## src/rtl/multiword_add_seq_pkg.sv

```systemverilog
// ---------------------------------------------------------------------------
// adder_pkg
// Shared definitions for the multi-word sequential adder and its word slice.
//   WORD_W        : width of one adder word (32, matches the slice)
//   word_t        : one adder word
//   mwadd_state_e : sequencer states (IDLE, ADD, DONE)
// ---------------------------------------------------------------------------
package adder_pkg;

   localparam int WORD_W = 32;

   typedef logic [WORD_W-1:0] word_t;

   typedef enum logic [1:0] {
      IDLE = 2'd0,
      ADD  = 2'd1,
      DONE = 2'd2
   } mwadd_state_e;

endpackage : adder_pkg

```

## src/rtl/multiword_add_seq_if.sv

```systemverilog
// ---------------------------------------------------------------------------
// multiword_add_seq_if
// Operand and result handshakes of the multi-word adder.
//   in_valid/in_ready     : operand handshake (in_a, in_b, in_cin[, in_sub])
//   out_valid/out_ready   : result handshake (out_sum, out_cout)
// Modports: master = operand source / result sink, slave = adder.
// Optional macro MULTIWORD_ADD_SUB_EN adds the in_sub operand bit.
// ---------------------------------------------------------------------------
interface multiword_add_seq_if
   import adder_pkg::*;
#(
   parameter int NWORDS = 4
);
   logic                       in_valid;
   logic                       in_ready;
   logic [NWORDS*WORD_W-1:0]   in_a;
   logic [NWORDS*WORD_W-1:0]   in_b;
   logic                       in_cin;
`ifdef MULTIWORD_ADD_SUB_EN
   logic                       in_sub;
`endif
   logic                       out_valid;
   logic                       out_ready;
   logic [NWORDS*WORD_W-1:0]   out_sum;
   logic                       out_cout;

   modport master (
      output in_valid, in_a, in_b, in_cin,
`ifdef MULTIWORD_ADD_SUB_EN
      output in_sub,
`endif
      output out_ready,
      input  in_ready, out_valid, out_sum, out_cout
   );

   modport slave (
      input  in_valid, in_a, in_b, in_cin,
`ifdef MULTIWORD_ADD_SUB_EN
      input  in_sub,
`endif
      input  out_ready,
      output in_ready, out_valid, out_sum, out_cout
   );

endinterface : multiword_add_seq_if

```

## src/rtl/multiword_add_seq_slice.sv

```systemverilog
// ---------------------------------------------------------------------------
// add32_slice
// Combinational one-word unsigned adder: {cout, sum} = a + b + cin.
//   a, b : word operands
//   cin  : carry in
//   sum  : word sum
//   cout : carry out of the word
// ---------------------------------------------------------------------------
module add32_slice
   import adder_pkg::*;
(
   input  word_t a,
   input  word_t b,
   input  logic  cin,
   output word_t sum,
   output logic  cout
);

   assign {cout, sum} = {1'b0, a} + {1'b0, b} + {{WORD_W{1'b0}}, cin};

endmodule : add32_slice

```

## src/rtl/multiword_add_seq.sv

```systemverilog
// ---------------------------------------------------------------------------
// multiword_add_seq
// Sequential multi-word unsigned adder. Operands are captured on the input
// handshake, then one word per cycle (LSW first) is pushed through a single
// add32_slice with the carry fed back. The full sum and final carry are held
// on the output handshake until accepted.
// Ports:
//   clk : rising-edge clock
//   rst : synchronous active-high reset
//   bus : multiword_add_seq_if.slave (operand and result handshakes)
// Optional macro MULTIWORD_ADD_SUB_EN: in_sub=1 computes A-B (B inverted,
// word-0 carry forced to 1); out_cout=1 then means no borrow.
// ---------------------------------------------------------------------------
module multiword_add_seq
   import adder_pkg::*;
#(
   parameter int NWORDS = 4,
   parameter int WORD_W = 32
)
(
   input  logic                clk,
   input  logic                rst,
   multiword_add_seq_if.slave  bus
);

   localparam int               IDX_W    = (NWORDS > 1) ? $clog2(NWORDS) : 1;
   localparam logic [IDX_W-1:0] LAST_IDX = IDX_W'(NWORDS - 1);

   mwadd_state_e     state_reg, state_next;
   logic [IDX_W-1:0] idx_reg;
   logic             carry_reg;
   logic             accept;

   word_t a_reg   [NWORDS];
   word_t b_reg   [NWORDS];
   word_t sum_reg [NWORDS];

   word_t slice_a, slice_b, slice_sum;
   logic  slice_cout;
   logic  cin_first;

`ifdef MULTIWORD_ADD_SUB_EN
   logic sub_reg;

   // Subtraction is A + ~B + 1: the +1 enters as the word-0 carry.
   assign cin_first = bus.in_sub ? 1'b1 : bus.in_cin;
   assign slice_b   = sub_reg ? ~b_reg[idx_reg] : b_reg[idx_reg];

   always_ff @(posedge clk) begin
      if (rst) begin
         sub_reg <= 1'b0;
      end else if (accept) begin
         sub_reg <= bus.in_sub;
      end
   end
`else
   assign cin_first = bus.in_cin;
   assign slice_b   = b_reg[idx_reg];
`endif

   assign slice_a = a_reg[idx_reg];

   add32_slice u_slice (
      .a    (slice_a),
      .b    (slice_b),
      .cin  (carry_reg),
      .sum  (slice_sum),
      .cout (slice_cout)
   );

   // Next-state and handshake outputs.
   always_comb begin
      state_next    = state_reg;
      bus.in_ready  = 1'b0;
      bus.out_valid = 1'b0;
      case (state_reg)
         IDLE: begin
            bus.in_ready = 1'b1;
            if (bus.in_valid) state_next = ADD;
         end
         ADD: begin
            if (idx_reg == LAST_IDX) state_next = DONE;
         end
         DONE: begin
            bus.out_valid = 1'b1;
            // A new operand set may be taken on the same edge the result leaves.
            bus.in_ready  = bus.out_ready;
            if (bus.out_ready) state_next = bus.in_valid ? ADD : IDLE;
         end
         default: state_next = IDLE;
      endcase
   end

   assign accept = bus.in_valid && bus.in_ready;

   always_ff @(posedge clk) begin
      if (rst) begin
         state_reg <= IDLE;
         idx_reg   <= '0;
         carry_reg <= 1'b0;
      end else begin
         state_reg <= state_next;
         if (accept) begin
            idx_reg   <= '0;
            carry_reg <= cin_first;
         end else if (state_reg == ADD) begin
            idx_reg   <= idx_reg + 1'b1;
            carry_reg <= slice_cout;
         end
      end
   end

   // Per-word operand and result storage; the result words drive out_sum directly.
   for (genvar gi = 0; gi < NWORDS; gi++) begin : g_word
      always_ff @(posedge clk) begin
         if (rst) begin
            a_reg[gi]   <= '0;
            b_reg[gi]   <= '0;
            sum_reg[gi] <= '0;
         end else begin
            if (accept) begin
               a_reg[gi] <= bus.in_a[gi*WORD_W +: WORD_W];
               b_reg[gi] <= bus.in_b[gi*WORD_W +: WORD_W];
            end
            if (state_reg == ADD && idx_reg == IDX_W'(gi)) begin
               sum_reg[gi] <= slice_sum;
            end
         end
      end
      assign bus.out_sum[gi*WORD_W +: WORD_W] = sum_reg[gi];
   end

   // After the last word the carry register holds the final carry out.
   assign bus.out_cout = carry_reg;

endmodule : multiword_add_seq
```

## src/flat_wrapper.sv

```systemverilog
// flat-port wrapper written by rule: the top's interface ports become plain ports
module multiword_add_seq_flat import adder_pkg::*;
#(
   parameter int NWORDS = 4,
   parameter int WORD_W = 32
)
  (clk, rst, bus_in_valid, bus_in_a, bus_in_b, bus_in_cin, bus_out_ready, bus_in_ready, bus_out_valid, bus_out_sum, bus_out_cout);
  multiword_add_seq_if #(.NWORDS(NWORDS)) bus_i ();
  input  logic clk;
  input  logic rst;
  input wire logic [$bits(bus_i.in_valid)-1:0] bus_in_valid;
  input wire logic [$bits(bus_i.in_a)-1:0] bus_in_a;
  input wire logic [$bits(bus_i.in_b)-1:0] bus_in_b;
  input wire logic [$bits(bus_i.in_cin)-1:0] bus_in_cin;
  input wire logic [$bits(bus_i.out_ready)-1:0] bus_out_ready;
  output wire logic [$bits(bus_i.in_ready)-1:0] bus_in_ready;
  output wire logic [$bits(bus_i.out_valid)-1:0] bus_out_valid;
  output wire logic [$bits(bus_i.out_sum)-1:0] bus_out_sum;
  output wire logic [$bits(bus_i.out_cout)-1:0] bus_out_cout;
  assign bus_i.in_valid = bus_in_valid;
  assign bus_i.in_a = bus_in_a;
  assign bus_i.in_b = bus_in_b;
  assign bus_i.in_cin = bus_in_cin;
  assign bus_i.out_ready = bus_out_ready;
  assign bus_in_ready = bus_i.in_ready;
  assign bus_out_valid = bus_i.out_valid;
  assign bus_out_sum = bus_i.out_sum;
  assign bus_out_cout = bus_i.out_cout;
  multiword_add_seq #(.NWORDS(NWORDS), .WORD_W(WORD_W)) u_core (.clk(clk), .rst(rst), .bus(bus_i));
endmodule
```

## config.mk

```make
export PLATFORM = sky130hd
export DESIGN_NAME = multiword_add_seq_flat
export DESIGN_NICKNAME = d
export VERILOG_FILES = /design/src/rtl/multiword_add_seq_pkg.sv /design/src/rtl/multiword_add_seq_if.sv /design/src/rtl/multiword_add_seq_slice.sv /design/src/rtl/multiword_add_seq.sv /design/src/flat_wrapper.sv
export SDC_FILE = /design/constraint.sdc
export NUM_CORES = 1
export LEC_CHECK = 0
export ABC_CLOCK_PERIOD_IN_PS = 32600
export CAP_MARGIN = 0
export CELL_PAD_IN_SITES_DETAIL_PLACEMENT = 0
export CELL_PAD_IN_SITES_GLOBAL_PLACEMENT = 1
export CORE_AREA = 2 2 247 249
export CTS_BUF_LIST = sky130_fd_sc_hd__clkbuf_4
export CTS_CLUSTER_SIZE = 40
export DETAILED_ROUTE_END_ITERATION = 6
export DIE_AREA = 0 0 249 251
export PLACE_DENSITY = 0.64
export SETUP_SLACK_MARGIN = 0.4
export SYNTH_ARGS = -nofsm -noshare
export SYNTH_HDL_FRONTEND = slang
export SYNTH_HIERARCHICAL = 1
export SYNTH_SLANG_ARGS = --single-unit
```

## constraint.sdc

```tcl
create_clock -name clk -period 32.6 [get_ports clk]
set_input_delay 4.89 -clock clk [delete_from_list [all_inputs] [get_ports clk]]
set_output_delay 4.89 -clock clk [all_outputs]
set_load 0.02 [all_outputs]
```

Word-level counts from Yosys, hierarchy flattened
Memories as Yosys holds them, arrays and structs flattened. A register that Yosys moved wholly into a read port is not among the register bits.
Cells that the tools add are included.

word-level totals
  register bits = 5
  latch bits = 0
  RAM bits = 384
  ROM bits = 0
  input bits = 261
  output and inout port bits = 131
  logic and storage cells = 81
  memories = 3

memory list
  name            depth  width  read ports  clocked after memory_dff  wr ports  RTL line                 text
  u_core.a_reg    4      32     1           1                         4         multiword_add_seq.sv:34  word_t a_reg [NWORDS];
  u_core.b_reg    4      32     1           1                         4         multiword_add_seq.sv:35  word_t b_reg [NWORDS];
  u_core.sum_reg  4      32     4           0                         4         multiword_add_seq.sv:36  word_t sum_reg [NWORDS];

cells by class
  add/sub/neg operators = 3
  multiply operators = 0
  div/mod/pow operators = 0
  order comparisons = 0
  equal/unequal tests = 8
  shifts and indexed selects = 0
  multiplexer cells = 42
  bitwise operators = 12
  reduce and logical (&&, ||, !) cells = 10

operator list
  kind                                            number
  2-to-1 mux 32 bit                               12
  adder 32 x 32 -> 33 bit                         1
  adder 33 x 1 -> 33 bit                          1
  2-to-1 mux 1 bit                                21
  2-to-1 mux 2 bit                                7
  OR 1 bit                                        12
  == test 2 bit (second input constant)           3
  inequality test 2 bit (second input constant)   3
  one-hot mux 2 bit (3 select lines)              1
  logical AND 1 bit                               5
  == test 2 x 1 -> 1 bit (second input constant)  2
  zero test 2 bit                                 2
  AND reduction 3 bit                             1
  adder 2 x 1 -> 2 bit (second input constant)    1
  one-hot mux 1 bit (2 select lines)              1
  nonzero test 2 bit                              1
  OR reduction 2 bit                              1

Depth between registers and ports, before layout
Gate-level depths: netlist (run 1).

  depth after elaboration = 7
  depth in mapped cells = 14
  depth with buffers taken out = 12

By module
Netlist (run 1), hierarchy kept.

modules (own cells, without submodules)
  module             instances  cells an instance  area each (µm²)  sequential area each (µm²)
  multiword_add_seq  1          940                16104.2          11671.2
  add32_slice        1          241                1737.9           0.0

Worst setup path after synthesis (run 1)
OpenSTA, ideal clock, no wires.

  kind = input to register
  start = input bus_in_valid
  end = register with a tool-made name
  setup time = 0.657 ns
  data arrival time = 17.208 ns
  data required time = 31.943 ns
  slack = 14.734 ns
  cell stages on the path = 3
  path buffers = 0
  cells stage by stage = nand2b_1 -> o21bai_1 -> nor2_1

RTL lines
  what         RTL line            text
  from (decl)  flat_wrapper.sv:11  input wire logic [$bits(bus_i.in_valid)-1:0] bus_in_valid;

Worst setup path after layout (run 1)
  start = input bus_out_ready
  end = output bus_in_ready

on the way
  longest elaborated chain between the ends = 1

ends and longest elaborated chain
  what                                RTL line                 text
  from (decl)                         flat_wrapper.sv:15       input wire logic [$bits(bus_i.out_ready)-1:0] bus_out_ready;
  one-hot mux 1 bit (2 select lines)  multiword_add_seq.sv:76  case (state_reg)
  to (decl)                           flat_wrapper.sv:16       output wire logic [$bits(bus_i.in_ready)-1:0] bus_in_ready;

Every way passes these cells.

==> metrics.csv, run 1 <==
stage,metric,value,unit
drt,num_vias,11200,
synthesis,syn_area_per_cell,15.1,sq um
critical_path,cp-end-kind,output pin,
sta,max_freq,89.6,MHz
placed_design,pre_cts_ws,21450,ps
clock_tree,holdBufCountCts,0,
layout,layout_common_cells,"391 x clkdlybuf4s50_1, 384 x edfxtp_1, 256 x and2_1",
critical_path,crit_fanout,3,
min_path,hold_depth,2,
clock_tree,cts_tree,yes,
clock_tree,clock-sinks,391,
sta,setup_tns,0,ps
layout,syn_to_final_growth,33.2,%
synthesis,synth.net_count,1479,
synthesis,synth_seq_cells,391,
drt,viasPerCell,4.55,
placed_design,dp_hpwl,35.0,mm
synthesis,ys_warn_count,6,
sta,clock_skew,76.1,ps
synthesis,dominantRegCellSynth,edfxtp_1,
pwr,clkPwrFrac,0.335,
layout,mostFrequentLayoutCell,clkdlybuf4s50_1,
sta,fin_crit,11160,ps
sta,rsz0062_at_grt,false,
drt,wl_per_cell,19.8,microns
global_route,grt_use_total,0.157,
pwr,power_density,53.0,nW/um^2
synthesis,synth_area,17800,sq um
critical_path,crit_type,input pin to output pin,
drt,drtAntennaViolNets,0,
run_status,status,completed,
sta,tightest_slew,1220,ps
floorplanning,dieArea,62500,sq um
global_route,grt_pass1_wl,72.9,mm
clock_tree,post_cts_buffers,0,
global_route,grt_max_degree,258,
global_route,grt_pass1_vias,11900,
floorplanning,die_h,251,microns
clock_tree,worstSkewPairLatency,860,ps
layout,drive_above_1_share,0.147,
floorplanning,rows,90,
placed_design,place_congestion,0.757,
job,cap_viol_max_count,0,
floorplanning,io_pins,392,
clock_tree,cts_htree_levels,3,
floorplanning,core_area,59800,sq um
sta,post-route-period-util,0.342,
synthesis,synth_cell_type_count,59,
pwr,p_switching,340,uW
synthesis,async_flop_share,0,
drt,postRouteWirelength,48.8,mm
drt,drc,0,
pwr,p_seq_frac,0.482,
layout,nNetsFinal,1908,
critical_path,critPathLaunchType,input pin,
critical_path,worstPathArrival,6270,ps
sta,finalSetupViolations,0,
drt,drt_iter0_markers,599,
clock_tree,clock_path_buffers,3,
clock_tree,cts_buffers,102,
global_route,grt.overflow.total,0,
sta,slew_headroom,0.184,
synthesis,synth-seq-area-share,0.654,
pwr,internal_power,919,uW
pwr,p_sw_frac,0.270,
placed_design,io_buffers,391,
clock_tree,path_clk_slew,60,ps
clock_tree,root_buffer,clkbuf_4,
synthesis,syn_inst,1181,
sta,post-route-worst-setup-slack,21440,ps
drt,first_pass_iters,4,
global_route,antenna_found_initial,6,
pwr,power.leakage,9.34,nW
critical_path,reg2reg_depth,10,
sta,hold_viol_final,0,
clock_tree,postCtsResizedCells,0,
pwr,p_comb_frac,0.183,
pwr,peakVddDrop,0.0214,mV
synthesis,synth-edff-count,384,
floorplanning,die_w,249,microns
floorplanning,start_util,0.298,
min_path,hold_class,flop to flop,
critical_path,cp_data_required_time,27710,ps
layout,n_fill_cell,5614,
sta,maxSlewViolCount,0,
[worst max-delay path, cell delays in order]
cell and delay, ps:
clkdlybuf4s50_1 470, nor2b_2 280, nor2_1 80, clkdlybuf4s50_1 550
[per-layer routing]
metal	track usage	up-vias	wire length, microns
li1	-	5361	-
met4	0.0537	4	865
met3	0.0417	57	3340
met2	0.245	416	22400
met5	0	-	27
met1	0.211	5404	22200
[power by group through the flow]
stage,sequential (mW),clock [mW],combinational (mW)
floorplan,0.636,0,0.112
global placement,0.618,0,0.232
detailed placement,0.619,0,0.234
CTS,0.608,0.439,0.234
global route,0.611,0.464,0.250
finish,0.607,0.421,0.230
[stage by stage]
stage               cells  cell area (sq um)  hold WS [ps]  utilization  power, mW
finish               2469              23800           574        0.397       1.26
global route         2465              23800           599        0.397       1.32
CTS                  2462              23800           575        0.397       1.28
detailed placement   2288              22500           566        0.376      0.853
global placement     2288              22500           558        0.376      0.849
floorplan            1181              17800           525            -      0.748
[path summary, 6_finish.rpt]
check                           to           startpoint  slack (ps)
max                   bus_in_ready        bus_out_ready       21440
min            u_core/state_reg[0]  u_core/state_reg[1]         570
max reg2reg  u_core/sum_reg[1][24]                 flop       27010
min reg2reg    u_core/state_reg[0]  u_core/state_reg[1]         570
[synthesized netlist by cell type (all sizes together), types with 2 or more instances]
cell,number,area share
nand4,3,0.0011
inv,10,0.0021
o211ai,5,0.0021
nor2b,4,0.0017
a211oi,3,0.0013
edfxtp,384,0.65
a311oi,3,0.0015
buf,46,0.014
fa,2,0.0022
nand2,17,0.0037
o21a,3,0.0013
a221oi,2,0.00098
nand3,7,0.0022
o31ai,3,0.0013
a31oi,5,0.0018
a21o,24,0.010
o21ai,11,0.0031
o21bai,6,0.0025
mux4,64,0.081
and3,131,0.046
a21oi,35,0.0098
and2,256,0.090
xor2,15,0.0074
nand2b,3,0.0011
mux2i,3,0.0017
clkbuf,32,0.0076
nor2,21,0.0044
dfxtp,7,0.0079
o41ai,3,0.0015
xnor2,16,0.0079
ha,35,0.025
nor3,6,0.0023
[kinds of logic (layout without fill, tap and decap cells)]
family	after synthesis	after routing	synth area share
flip-flops	391	391	0.654
XOR/XNOR	31	31	0.0152
other	0	7	0
multiplexers	67	67	0.0825
buffers and inverters	88	587	0.0238
AND/OR/NAND/NOR	456	456	0.157
adder cells (fa/ha/maj)	37	37	0.0268
AO/OA/AOI/OAI	111	111	0.0410
[final cells by class]
class | instances | area [sq um] | share of cell area
flip-flops and latches | 391 | 11700 | 0.491
repair buffers | 403 | 4020 | 0.169
well taps | 782 | 978 | 0.0412
clock buffers | 152 | 1140 | 0.0480
diodes | 7 | 17.5 | 0.000737
multi-input cells | 702 | 5760 | 0.242
clock inverters | 22 | 140 | 0.00590
inverters | 10 | 37.5 | 0.00158
Note: power is estimated with default switching activity, not from simulation.
==> inputs of run 2 (changes only) <==
- ABC_CLOCK_PERIOD_IN_PS: 32600 -> 9300
- PLACE_DENSITY: 0.64 -> 0.66
- clock period: 32.6 -> 9.3 ns (I/O delays scaled with it)
==> metrics.csv, run 2 (synthesized netlist as in run 1, its figures left out) <==
stage,metric,value,unit
run_status,status,completed,
clock_tree,worstSkewPairLatency,820,ps
placed_design,dp_hpwl,37.2,mm
drt,drtAntennaViolNets,0,
min_path,hold_class,flop to flop,
sta,finalSetupViolations,0,
sta,tightest_slew,1170,ps
placed_design,place_congestion,0.777,
layout,syn_to_final_growth,33.1,%
critical_path,worstPathArrival,5820,ps
global_route,grt.overflow.total,0,
sta,rsz0062_at_grt,false,
floorplanning,core_area,59800,sq um
pwr,peakVddDrop,0.0720,mV
sta,fin_hold_ws,569,ps
clock_tree,cts_buffers,101,
floorplanning,die_w,249,microns
layout,mostFrequentLayoutCell,clkdlybuf4s50_1,
drt,drt_iter0_markers,801,
layout,fin_util,0.397,
sta,clock_skew,42.3,ps
critical_path,cp_data_required_time,9840,ps
floorplanning,die_h,251,microns
pwr,power,4.38,mW
pwr,power_density,184,nW/um^2
sta,max_freq,189,MHz
global_route,grt_pass1_wl,75.6,mm
drt,viasPerCell,4.64,
drt,wl_per_cell,20.7,microns
drt,drc,0,
sta,slew_headroom,0.219,
sta,post-route-worst-setup-slack,4020,ps
floorplanning,rows,90,
clock_tree,root_buffer,clkbuf_4,
clock_tree,cts_htree_levels,3,
clock_tree,postCtsResizedCells,0,
job,cap_viol_max_count,0,
sta,fin_crit,5280,ps
drt,num_vias,11500,
critical_path,cp-end-kind,flop,
critical_path,crit_type,flop to flop,
placed_design,pre_cts_ws,3940,ps
drt,postRouteWirelength,51.3,mm
critical_path,critPathLaunchType,flop,
layout,nNetsFinal,1910,
global_route,grt_pass1_vias,11900,
layout,layout_common_cells,"391 x clkdlybuf4s50_1, 384 x edfxtp_1, 256 x and2_1",
global_route,antenna_found_initial,5,
global_route,grt_use_total,0.164,
global_route,grt_max_degree,165,
critical_path,crit_fanout,61,
clock_tree,cts_tree,yes,
clock_tree,path_clk_slew,60,ps
sta,setup_tns,0,ps
clock_tree,clock_path_buffers,3,
floorplanning,dieArea,62500,sq um
floorplanning,io_pins,392,
sta,maxSlewViolCount,0,
sta,post-route-period-util,0.568,
pwr,power.leakage,9.33,nW
sta,hold_viol_final,0,
clock_tree,post_cts_buffers,0,
clock_tree,clock-sinks,391,
clock_tree,holdBufCountCts,0,
drt,first_pass_iters,7,
floorplanning,start_util,0.298,
layout,drive_above_1_share,0.145,
placed_design,io_buffers,391,
==> run 2: worst paths after layout <==
path / from / to / slack (ps) / cells past startpoint
max: flop / u_core/sum_reg[3][24] / 4020 / 12
min: u_core/idx_reg[1] / flop / 570 / 2
max reg2reg: flop / u_core/sum_reg[3][24] / 4020 / 12
min reg2reg: u_core/idx_reg[1] / flop / 570 / 2
==> run 2: routing by layer <==
metal | vias up | wire length, microns | global-route usage
met2 | 451 | 23200 | 0.253
met3 | 53 | 3350 | 0.0438
met5 | - | 13 | 0
li1 | 5362 | - | -
met1 | 5589 | 23800 | 0.226
met4 | 2 | 815 | 0.0530
==> run 2: power breakdown <==
group	switching, mW	internal (mW)	leakage [nW]
logic	0.468	0.346	4.43
clock network	0.686	0.745	0.738
registers	0.0466	2.08	4.16
total	1.20	3.17	9.33
==> run 2: critical path, cell delays in order, from the launching register on <==
cell and delay [ps]:
dfxtp_4 370, buf_4 670, mux4_2 440, fa_1 480, fa_1 410, a21o_1 210
a221oi_1 810, o211ai_1 250, a21oi_1 460, o31ai_1 250, o31ai_1 260, a41oi_1 130
and3_1 240
==> run 2: final cells by class <==
type                       instances  area, sq um
inverter                          10         37.5
clock inverter                    30          151
fill                            5538        36000
antenna                            3         7.51
sequential                       391        11700
clock buffer                     146         1100
multi-input combinational        702         5760
tap                              782          978
timing repair buffer             406         4040
==> run 2: metrics by stage <==
stage	area [sq um]	std cells
floorplan	17800	1181
global placement	22500	2291
detailed placement	22500	2291
CTS	23700	2467
global route	23700	2469
finish	23700	2470
